==> config.mk <==
export PLATFORM = sky130hd
export DESIGN_NAME = bcmp_sched_flat
export DESIGN_NICKNAME = d
export VERILOG_FILES = /design/src/rtl/bcmp_sched_pkg.sv /design/src/rtl/bcmp_sched_if.sv /design/src/rtl/bcmp_sched_core.sv /design/src/rtl/bcmp_sched.sv /design/src/flat_wrapper.sv
export SDC_FILE = /design/constraint.sdc
export NUM_CORES = 1
export LEC_CHECK = 0
export BUFFER_PORTS_ARGS = -buffer_cell sky130_fd_sc_hd__buf_4
export CAP_MARGIN = 20
export CORE_AREA = 2 2 74 76
export CTS_CLUSTER_SIZE = 28
export DETAILED_ROUTE_END_ITERATION = 10
export DIE_AREA = 0 0 76 78
export PLACE_DENSITY_LB_ADDON = 0.05
export SLEW_MARGIN = 40
export SYNTH_ARGS = -nofsm -noshare
export SYNTH_HDL_FRONTEND = slang
export SYNTH_HIERARCHICAL = 1
export SYNTH_SLANG_ARGS = --single-unit
==> constraint.sdc <==
create_clock -name clk -period 4 [get_ports clk]
set_clock_uncertainty 0.15 [all_clocks]
set_input_delay 1 -clock clk [delete_from_list [all_inputs] [get_ports clk]]
set_output_delay 1 -clock clk [all_outputs]
set_load 0.05 [all_outputs]
==> src/rtl/bcmp_sched_pkg.sv <==
// Shared constants, result payload and funct3 decode helpers for the branch comparator scheduler.
package bcmp_pkg;

  localparam logic [2:0] F3_BEQ  = 3'b000;
  localparam logic [2:0] F3_BNE  = 3'b001;
  localparam logic [2:0] F3_BLT  = 3'b100;
  localparam logic [2:0] F3_BGE  = 3'b101;
  localparam logic [2:0] F3_BLTU = 3'b110;
  localparam logic [2:0] F3_BGEU = 3'b111;

  localparam logic REQ_BR  = 1'b0;
  localparam logic REQ_SLT = 1'b1;

  typedef struct packed {
    logic taken;
    logic eq;
    logic lt;
    logic illegal;
  } br_rsp_t;

  // 010/011 are not branch encodings: never taken, flagged illegal.
  function automatic logic br_illegal(input logic [2:0] f3);
    return (f3[2:1] == 2'b01);
  endfunction

  function automatic logic br_taken(input logic [2:0] f3, input logic eq, input logic lt);
    logic t;
    t = 1'b0;
    case (f3)
      F3_BEQ:           t = eq;
      F3_BNE:           t = ~eq;
      F3_BLT, F3_BLTU:  t = lt;
      F3_BGE, F3_BGEU:  t = ~lt;
      default:          t = 1'b0;
    endcase
    return t;
  endfunction

endpackage

==> src/rtl/bcmp_sched_if.sv <==
// Request/response handshake bundle between the two requesters and bcmp_sched.
interface bcmp_sched_if #(parameter int unsigned XLEN = 32);

  logic            r0_valid;
  logic            r0_ready;
  logic [XLEN-1:0] r0_op1;
  logic [XLEN-1:0] r0_op2;
  logic [2:0]      r0_funct3;
  logic            r0_rsp_valid;
  logic            r0_rsp_ready;
  logic            r0_taken;
  logic            r0_eq;
  logic            r0_lt;
  logic            r0_illegal;

  logic            r1_valid;
  logic            r1_ready;
  logic [XLEN-1:0] r1_op1;
  logic [XLEN-1:0] r1_op2;
  logic            r1_unsigned;
  logic            r1_rsp_valid;
  logic            r1_rsp_ready;
  logic            r1_lt;

  modport master (
    output r0_valid, r0_op1, r0_op2, r0_funct3, r0_rsp_ready,
    output r1_valid, r1_op1, r1_op2, r1_unsigned, r1_rsp_ready,
    input  r0_ready, r0_rsp_valid, r0_taken, r0_eq, r0_lt, r0_illegal,
    input  r1_ready, r1_rsp_valid, r1_lt
  );

  modport slave (
    input  r0_valid, r0_op1, r0_op2, r0_funct3, r0_rsp_ready,
    input  r1_valid, r1_op1, r1_op2, r1_unsigned, r1_rsp_ready,
    output r0_ready, r0_rsp_valid, r0_taken, r0_eq, r0_lt, r0_illegal,
    output r1_ready, r1_rsp_valid, r1_lt
  );

endinterface

==> src/rtl/bcmp_sched_core.sv <==
// Combinational comparator: equality plus signed/unsigned less-than.
module bcmp_core #(
  parameter int unsigned XLEN = 32
) (
  input  logic [XLEN-1:0] op1,
  input  logic [XLEN-1:0] op2,
  input  logic            uns,
  output logic            eq,
  output logic            lt
);

  logic ult;
  logic sign_differs;

  assign eq           = (op1 == op2);
  assign ult          = (op1 < op2);
  assign sign_differs = (op1[XLEN-1] != op2[XLEN-1]);

  // With differing signs the negative operand is the smaller one.
  assign lt = (!uns && sign_differs) ? op1[XLEN-1] : ult;

endmodule

==> src/rtl/bcmp_sched.sv <==
// Round-robin share of one branch comparator between the branch unit (r0) and SLT/SLTU (r1).
// Optional perf counters enabled by defining BCMP_SCHED_PERF_EN.
module bcmp_sched
  import bcmp_pkg::*;
#(
  parameter int unsigned XLEN = 32
) (
  input  logic         clk,
  input  logic         rst,
  bcmp_sched_if.slave  bus
`ifdef BCMP_SCHED_PERF_EN
  ,
  output logic [31:0]  perf_r0_cnt,
  output logic [31:0]  perf_r1_cnt,
  output logic [31:0]  perf_stall_cnt
`endif
);

  logic            busy;
  logic            owner;
  logic            rr_last;
  logic            r0_rsp_valid_q;
  logic            r1_rsp_valid_q;
  br_rsp_t         br_q;
  logic            slt_lt_q;

  logic            grant0;
  logic            grant1;
  logic            drain;
  logic            can_accept;
  logic            acc0;
  logic            acc1;
  logic [XLEN-1:0] cmp_a;
  logic [XLEN-1:0] cmp_b;
  logic            cmp_uns;
  logic            cmp_eq;
  logic            cmp_lt;

  // Grant, slot availability and comparator operand steering.
  always_comb begin
    grant0     = bus.r0_valid & (~bus.r1_valid | (rr_last == REQ_SLT));
    grant1     = bus.r1_valid & (~bus.r0_valid | (rr_last == REQ_BR));
    drain      = (owner == REQ_SLT) ? (r1_rsp_valid_q & bus.r1_rsp_ready)
                                    : (r0_rsp_valid_q & bus.r0_rsp_ready);
    can_accept = ~busy | drain;
    acc0       = grant0 & can_accept;
    acc1       = grant1 & can_accept;
    cmp_a      = grant1 ? bus.r1_op1      : bus.r0_op1;
    cmp_b      = grant1 ? bus.r1_op2      : bus.r0_op2;
    cmp_uns    = grant1 ? bus.r1_unsigned : bus.r0_funct3[1];
  end

  bcmp_core #(.XLEN(XLEN)) u_core (
    .op1 (cmp_a),
    .op2 (cmp_b),
    .uns (cmp_uns),
    .eq  (cmp_eq),
    .lt  (cmp_lt)
  );

  // Response slot; non-owner result fields keep their last value.
  always_ff @(posedge clk or posedge rst) begin
    if (rst) begin
      busy           <= 1'b0;
      owner          <= REQ_BR;
      rr_last        <= REQ_SLT;
      r0_rsp_valid_q <= 1'b0;
      r1_rsp_valid_q <= 1'b0;
      br_q           <= '0;
      slt_lt_q       <= 1'b0;
    end else if (acc0) begin
      busy           <= 1'b1;
      owner          <= REQ_BR;
      rr_last        <= REQ_BR;
      r0_rsp_valid_q <= 1'b1;
      r1_rsp_valid_q <= 1'b0;
      br_q           <= '{taken:   br_taken(bus.r0_funct3, cmp_eq, cmp_lt),
                          eq:      cmp_eq,
                          lt:      cmp_lt,
                          illegal: br_illegal(bus.r0_funct3)};
    end else if (acc1) begin
      busy           <= 1'b1;
      owner          <= REQ_SLT;
      rr_last        <= REQ_SLT;
      r0_rsp_valid_q <= 1'b0;
      r1_rsp_valid_q <= 1'b1;
      slt_lt_q       <= cmp_lt;
    end else if (drain) begin
      busy           <= 1'b0;
      r0_rsp_valid_q <= 1'b0;
      r1_rsp_valid_q <= 1'b0;
    end
  end

  assign bus.r0_ready     = acc0;
  assign bus.r1_ready     = acc1;
  assign bus.r0_rsp_valid = r0_rsp_valid_q;
  assign bus.r1_rsp_valid = r1_rsp_valid_q;
  assign bus.r0_taken     = br_q.taken;
  assign bus.r0_eq        = br_q.eq;
  assign bus.r0_lt        = br_q.lt;
  assign bus.r0_illegal   = br_q.illegal;
  assign bus.r1_lt        = slt_lt_q;

`ifdef BCMP_SCHED_PERF_EN
  // Accept counts per requester and cycles where a request waited.
  always_ff @(posedge clk or posedge rst) begin
    if (rst) begin
      perf_r0_cnt    <= '0;
      perf_r1_cnt    <= '0;
      perf_stall_cnt <= '0;
    end else begin
      if (acc0) perf_r0_cnt <= perf_r0_cnt + 32'd1;
      if (acc1) perf_r1_cnt <= perf_r1_cnt + 32'd1;
      if ((bus.r0_valid | bus.r1_valid) & ~(acc0 | acc1))
        perf_stall_cnt <= perf_stall_cnt + 32'd1;
    end
  end
`endif

endmodule

==> src/flat_wrapper.sv <==
// flat-port wrapper written by rule: the top's interface ports become plain ports
module bcmp_sched_flat import bcmp_pkg::*;
#(
  parameter int unsigned XLEN = 32
)
  (clk, rst, bus_r0_valid, bus_r0_op1, bus_r0_op2, bus_r0_funct3, bus_r0_rsp_ready, bus_r1_valid, bus_r1_op1, bus_r1_op2, bus_r1_unsigned, bus_r1_rsp_ready, bus_r0_ready, bus_r0_rsp_valid, bus_r0_taken, bus_r0_eq, bus_r0_lt, bus_r0_illegal, bus_r1_ready, bus_r1_rsp_valid, bus_r1_lt);
  bcmp_sched_if #(.XLEN(XLEN)) bus_i ();
  input  logic clk;
  input  logic rst;
  input wire logic [$bits(bus_i.r0_valid)-1:0] bus_r0_valid;
  input wire logic [$bits(bus_i.r0_op1)-1:0] bus_r0_op1;
  input wire logic [$bits(bus_i.r0_op2)-1:0] bus_r0_op2;
  input wire logic [$bits(bus_i.r0_funct3)-1:0] bus_r0_funct3;
  input wire logic [$bits(bus_i.r0_rsp_ready)-1:0] bus_r0_rsp_ready;
  input wire logic [$bits(bus_i.r1_valid)-1:0] bus_r1_valid;
  input wire logic [$bits(bus_i.r1_op1)-1:0] bus_r1_op1;
  input wire logic [$bits(bus_i.r1_op2)-1:0] bus_r1_op2;
  input wire logic [$bits(bus_i.r1_unsigned)-1:0] bus_r1_unsigned;
  input wire logic [$bits(bus_i.r1_rsp_ready)-1:0] bus_r1_rsp_ready;
  output wire logic [$bits(bus_i.r0_ready)-1:0] bus_r0_ready;
  output wire logic [$bits(bus_i.r0_rsp_valid)-1:0] bus_r0_rsp_valid;
  output wire logic [$bits(bus_i.r0_taken)-1:0] bus_r0_taken;
  output wire logic [$bits(bus_i.r0_eq)-1:0] bus_r0_eq;
  output wire logic [$bits(bus_i.r0_lt)-1:0] bus_r0_lt;
  output wire logic [$bits(bus_i.r0_illegal)-1:0] bus_r0_illegal;
  output wire logic [$bits(bus_i.r1_ready)-1:0] bus_r1_ready;
  output wire logic [$bits(bus_i.r1_rsp_valid)-1:0] bus_r1_rsp_valid;
  output wire logic [$bits(bus_i.r1_lt)-1:0] bus_r1_lt;
  assign bus_i.r0_valid = bus_r0_valid;
  assign bus_i.r0_op1 = bus_r0_op1;
  assign bus_i.r0_op2 = bus_r0_op2;
  assign bus_i.r0_funct3 = bus_r0_funct3;
  assign bus_i.r0_rsp_ready = bus_r0_rsp_ready;
  assign bus_i.r1_valid = bus_r1_valid;
  assign bus_i.r1_op1 = bus_r1_op1;
  assign bus_i.r1_op2 = bus_r1_op2;
  assign bus_i.r1_unsigned = bus_r1_unsigned;
  assign bus_i.r1_rsp_ready = bus_r1_rsp_ready;
  assign bus_r0_ready = bus_i.r0_ready;
  assign bus_r0_rsp_valid = bus_i.r0_rsp_valid;
  assign bus_r0_taken = bus_i.r0_taken;
  assign bus_r0_eq = bus_i.r0_eq;
  assign bus_r0_lt = bus_i.r0_lt;
  assign bus_r0_illegal = bus_i.r0_illegal;
  assign bus_r1_ready = bus_i.r1_ready;
  assign bus_r1_rsp_valid = bus_i.r1_rsp_valid;
  assign bus_r1_lt = bus_i.r1_lt;
  bcmp_sched #(.XLEN(XLEN)) u_core (.clk(clk), .rst(rst), .bus(bus_i));
endmodule
Word-level counts from Yosys, hierarchy flattened
Index checks and enable logic that the tools add are counted.
- equal/unequal tests: 8
- muxes and demuxes: 14
- order comparisons: 1
- bitwise gates (word level): 16
- reduce and logical (&&, ||, !) cells: 8
- operators by type and width (operator ; count):
    $mux W32 ; 2
    $eq A32 B32 Y1 ; 1
    $lt A32 B32 Y1 ; 1
    $eq A3 B3 Y1 const B ; 4
    $mux W1 ; 11
    $not A1 Y1 ; 7
    $and A1 B1 Y1 ; 6
    $pmux W1 S4 ; 1
    $reduce_or A2 Y1 ; 2
    $eq A3 B1 Y1 const B ; 1
    $logic_not A3 Y1 ; 1
    $or A1 B1 Y1 ; 3
    $reduce_bool A3 Y1 ; 1
    $eq A2 B1 Y1 const B ; 1
    $reduce_and A2 Y1 ; 1
    $reduce_bool A2 Y1 ; 1
    $logic_and A1 B1 Y1 ; 1
    $logic_not A1 Y1 ; 1
    $ne A1 B1 Y1 ; 1
- bits in registers: 10
- bits of input ports: 138

Logic depth before layout (Yosys ltp)
- depth in word-level cells: 9
- depth in mapped cells: 15
- mapped depth without buffers: 13

Cells and area by module
The synthesis kept the hierarchy.
- by module, submodules not included (module ; times used ; cells an instance ; area an instance (um^2)):
    bcmp_sched ; 1 ; 248 ; 1302.5
    bcmp_core ; 1 ; 119 ; 822.0

Worst setup path after synthesis
No wires, ideal clock.
- path kind: input to register
- start point: input bus_r1_valid
- end point: register u_core.br_q (netlist bit u_core/bus.r0_taken)
- slack: 67 ps
- buffers on the path: 2
- library setup time: 125 ps
- stages on the path: 14
- data arrival time: 3658 ps
- path through: a21bo_1 buf_2 buf_1 nand2_1 nand2_1 inv_1 ha_1 nand4_1 or4_4 o211ai_1 a31oi_1 xor2_1 a22o_1 mux2_2
- elaborated cells between the ends (all ways): 17
- classes of those cells: 1 x order compare; 2 x eq/ne; 5 x mux; 7 x bitwise; 2 x reduce/logical
- RTL lines (what ; RTL line ; text):
    start: declaration ; flat_wrapper.sv:15 ; input wire logic [$bits(bus_i.r1_valid)-1:0] bus_r1_valid;
    $and A1 B1 Y1 (*) ; bcmp_sched.sv:42 ; grant1 = bus.r1_valid & (~bus.r0_valid | (rr_last == REQ_BR));
    $mux W32 (*) ; bcmp_sched.sv:49 ; cmp_b = grant1 ? bus.r1_op2 : bus.r0_op2;
    net u_core.cmp_b[11] ; bcmp_sched.sv:34 ; logic [XLEN-1:0] cmp_b;
    $lt A32 B32 Y1 (*) ; bcmp_sched_core.sv:16 ; assign ult = (op1 < op2);
    $mux W1 (*) ; bcmp_sched_core.sv:20 ; assign lt = (!uns && sign_differs) ? op1[XLEN-1] : ult;
    net u_core.cmp_lt ; bcmp_sched.sv:37 ; logic cmp_lt;
    $not A1 Y1 ; bcmp_sched_pkg.sv:33 ; F3_BGE, F3_BGEU: t = ~lt;
    $pmux W1 S4 (*) ; bcmp_sched_pkg.sv:29 ; case (f3)
    end signal: assignment ; bcmp_sched.sv:77 ; br_q <= '{taken: br_taken(bus.r0_funct3, cmp_eq, cmp_lt),
    end: declaration ; bcmp_sched.sv:24 ; br_rsp_t br_q;
Mark *: on every way through the listed nets, which the timed path passes. The rest lies on a longest branch.
A chain may end at the register's enable or synchronous reset.

Worst setup path after layout
- start point: input bus_r0_valid
- end point: register u_core.br_q (netlist bit u_core/bus.r0_taken)
- elaborated cells between the ends (all ways): 17
- classes of those cells: 1 x order compare; 2 x eq/ne; 5 x mux; 7 x bitwise; 2 x reduce/logical
- RTL lines (what ; RTL line ; text):
    start: declaration ; flat_wrapper.sv:10 ; input wire logic [$bits(bus_i.r0_valid)-1:0] bus_r0_valid;
    $not A1 Y1 (*) ; bcmp_sched.sv:42 ;
    $or A1 B1 Y1 (*) ; bcmp_sched.sv:42 ;
    $and A1 B1 Y1 (*) ; bcmp_sched.sv:42 ;
    $mux W32 (*) ; bcmp_sched.sv:49 ;
    net u_core.cmp_b[14] ; bcmp_sched.sv:34 ;
    $lt A32 B32 Y1 (*) ; bcmp_sched_core.sv:16 ;
    $mux W1 (*) ; bcmp_sched_core.sv:20 ;
    net u_core.cmp_lt ; bcmp_sched.sv:37 ;
    $not A1 Y1 ; bcmp_sched_pkg.sv:33 ;
    $pmux W1 S4 (*) ; bcmp_sched_pkg.sv:29 ;
Marked as above.

==> flow_summary_export.csv <==
group,metric,value,unit
outcome,status,"finished, final reports clean",
clocking,clock_path_buffers,2,
sta,timing.final.crit_share,0.961,
finish,nets,689,
pwr,seqPwrFrac,0.155,
synthesis,synth-seq-cells,10,
pwr,power.share.combinational,0.738,
pwr,p_total,1180,uW
sta,slew_headroom,0.722,
routing,route.vias.total,2723,
placement,hpwl,5260,microns
sta,hold_violations,0,
floorplanning,initial_core_util,0.421,
global_routing,grt_max_degree,36,
pwr,p_int,628,uW
synthesis,synthTopCellsByCount,"nand2_1, inv_1, ha_1",
synthesis,synth_fp_nets,537,
sta,finalMaxSlewViolations,0,
synthesis,netlist_area,2120,sq um
critical_path,cpLargestDelayFamily,"simple AND/OR/NAND/NOR gates",
clocking,ctsHoldBuffers,0,
clocking,clock_latency,0.23,ns
floorplanning,die_area,5930,sq um
routing,wl_per_cell,10.8,microns
sta,max_freq,0.260,GHz
critical_path,critPathMaxFanout,30,
synthesis,synth_area_leaders,"nand2_1, ha_1, dfrtp_1",
synthesis,synth.distinct_cells,40,
critical_path,cp.required,3.97,ns
pwr,leakage,0.00212,uW
hold_path,hp-class,"reg2reg",
routing,vias_per_cell,4.63,
placement,pre_cts_ws,-0.156,ns
clocking,cts_root_buffer,"clkbuf_8",
sta,setup_ws,0.157,ns
placement,gp_congestion,0.826,
synthesis,async_flop_share,1.00,
synthesis,yosysMostFrequentCell,"nand2_1",
clocking,cts.sinks,10,
sta,whs,0.354,ns
hold_path,hold_start,"u_core/bus.r0_lt",
clocking,cts_tree,"done",
pwr,power.switching,551,uW
synthesis,netlist_instances,367,
synthesis,synth_warnings,6,
floorplanning,core,5040,sq um
critical_path,cp_slowest_cell,"or4_4",
synthesis,netlist.top_cell.by_area,"nand2_1",
finish,area_growth,63.0,%
critical_path,crit_start,"bus_r0_valid",
critical_path,r2r_start,"u_core/rr_last",
critical_path,critPathMaxStageDelay,0.55,ns
routing,detail-route-antenna-nets,0,
sta,rsz0062_at_grt,"false",
critical_path,crit_chain,"buf_4 > buf_4 > a21boi_4 > buf_12 > nand2_1 > nand2_1 > inv_1 > ha_1 > nand4_1 > or4_4 > o211ai_1 > a31oi_2 > xor2_1 > a22o_1 > mux2_2",
pwr,power_frac_clock,0.107,
critical_path,setup.worst_path.start_class,"primary input",
critical_path,end_kind,"flop",
critical_path,path_buf_inv,4,
clocking,clk_pin_slew_worst_paths,0.05,ns
synthesis,ys.flop_type,"dfrtp_1",
critical_path,arrival,3.81,ns
floorplanning,rows,26,
clocking,htreeDepth,1,
synthesis,seq_area_frac_synth,0.118,
finish,antennaDiodeCount,0,
floorplanning,die_h,78,microns
pwr,power_density,340,nW/um^2
global_routing,antenna_found_initial,0,
global_routing,grt-ovfl-total,0,
pwr,switching_share,0.467,
global_routing,track_usage,0.207,
clocking,post-cts-setup-buffers,0,
global_routing,grt_pass1_wl,10600,microns
finish,final_layout_size_suffix_gt1_frac,0.349,
sta,setup_violations,0,
floorplanning,die_x,76,microns
clocking,cts_inserted_buffers,3,
synthesis,avgSynthCellArea,5.79,sq um
floorplanning,num_io_pins,147,
routing,dr.first_iter.drc_count,73,
pwr,ir_worst_vdd,472,uV
critical_path,critPathKind,"in2reg",
synthesis,synth_edf_count,0,
synthesis,synth.top_cell.area_share,0.367,
routing,finalWirelength,6330,microns
flow_run,drv_cap,0,
sta,worst_pin_slew,0.415,ns
routing,drc_errors,0,
sta,period_needed,3.84,ns
global_routing,grt_pass1_vias,2545,
placement,portBuffers,146,
routing,first_pass_iters,6,
## metal layers
layer | global-route usage | vias to the layer above | wire length, microns
li1 | - | 1474 | -
met1 | 0.252 | 1161 | 2670
met2 | 0.400 | 84 | 3270
met3 | 0.0221 | 4 | 364
met4 | 0.0273 | 0 | 22
met5 | 0 | - | 0
## cell usage in the layout, fill, tap and decap left out, drive strengths merged, types with 2 or more instances in the layout
| cell type | netlist | final |
|---|---|---|
| clkbuf | 5 | 4 |
| dfrtp | 9 | 9 |
| nand3 | 4 | 4 |
| o211ai | 2 | 2 |
| o21ai | 5 | 5 |
| a31oi | 2 | 2 |
| buf | 9 | 161 |
| nand2 | 209 | 209 |
| a221oi | 2 | 2 |
| a21oi | 13 | 13 |
| inv | 36 | 36 |
| a22o | 2 | 2 |
| nor2 | 4 | 4 |
| xor2 | 2 | 2 |
| nor2b | 2 | 2 |
| nor3 | 2 | 2 |
| ha | 32 | 32 |
| mux2 | 5 | 5 |
| nand4 | 5 | 5 |
## stage by stage
| step | cells | utilization | cell area [sq um] | TNS (ns) |
|---|---|---|---|---|
| floorplan | 367 | - | 2120 | 0 |
| global placement | 584 | 0.673 | 3390 | -0.107 |
| detailed placement | 584 | 0.673 | 3390 | -0.156 |
| CTS | 588 | 0.684 | 3450 | 0 |
| global route | 588 | 0.687 | 3460 | 0 |
| finish | 588 | 0.687 | 3460 | 0 |
## worst paths after layout
path,slack [ns],to,cells past startpoint
max in group asynchronous,2.79,u_core/rr_last,2
worst min-delay path,0.35,u_core/bus.r0_lt,1
worst min register to register,0.35,u_core/bus.r0_lt,1
min in group asynchronous,0.60,u_core/busy,2
worst max-delay path,0.16,u_core/bus.r0_taken,15
worst max register to register,0.61,u_core/bus.r0_taken,12
## kinds of logic after synthesis
family | count (synthesis) | synth area share
AOI/OAI and AO/OA | 37 | 0.124
adders and majority gates | 32 | 0.188
xor gates and xnor gates | 2 | 0.00825
muxes | 5 | 0.0265
DFF | 10 | 0.118
and+or+nand+nor | 231 | 0.442
buffers and inverters | 50 | 0.0925
## final cells by class
| type | instances | area (sq um) |
|---|---|---|
| inverters | 36 | 135 |
| clock buffers | 4 | 55.1 |
| repair buffers | 161 | 1240 |
| well taps | 70 | 87.6 |
| flip-flops and latches | 10 | 251 |
| multi-input cells | 307 | 1700 |
| fillers | 445 | 1580 |
## worst register-to-register path, cell delays in order, from the launching register on
cell and delay [ns]:
dfstp_2 0.58, a21bo_4 0.34, nand2_1 0.10, nand2_1 0.07, inv_1 0.05, ha_1 0.29
nand4_1 0.14, or4_4 0.55, o211ai_1 0.24, a31oi_2 0.15, xor2_1 0.17, a22o_1 0.19
mux2_2 0.25
## flip-flops by register name (all words and copies together) (netlist names)
| signal | cells |
|---|---|
| u_core/bus.r0_eq | 1 |
| u_core/bus.r0_illegal | 1 |
| u_core/bus.r0_lt | 1 |
| u_core/bus.r0_rsp_valid | 1 |
| u_core/bus.r0_taken | 1 |
| u_core/bus.r1_lt | 1 |
| u_core/bus.r1_rsp_valid | 1 |
| u_core/busy | 1 |
| u_core/owner | 1 |
| u_core/rr_last | 1 |
## power by group through the flow
stage	logic (uW)	registers, uW	clock network [uW]
after detailed placement	864	183	0
after global placement	851	179	0
after CTS	870	181	129
final	871	183	126
after floorplan	469	273	0
after global routing	975	188	135
## repair_timing
item / 4_1_cts / 5_1_grt
endpoints found under the hold margin: 0 / 0
endpoints found under the setup margin: 0 / 1
gates resized for setup: 0 / 3
No activity file was read; power rests on OpenSTA's default activity.
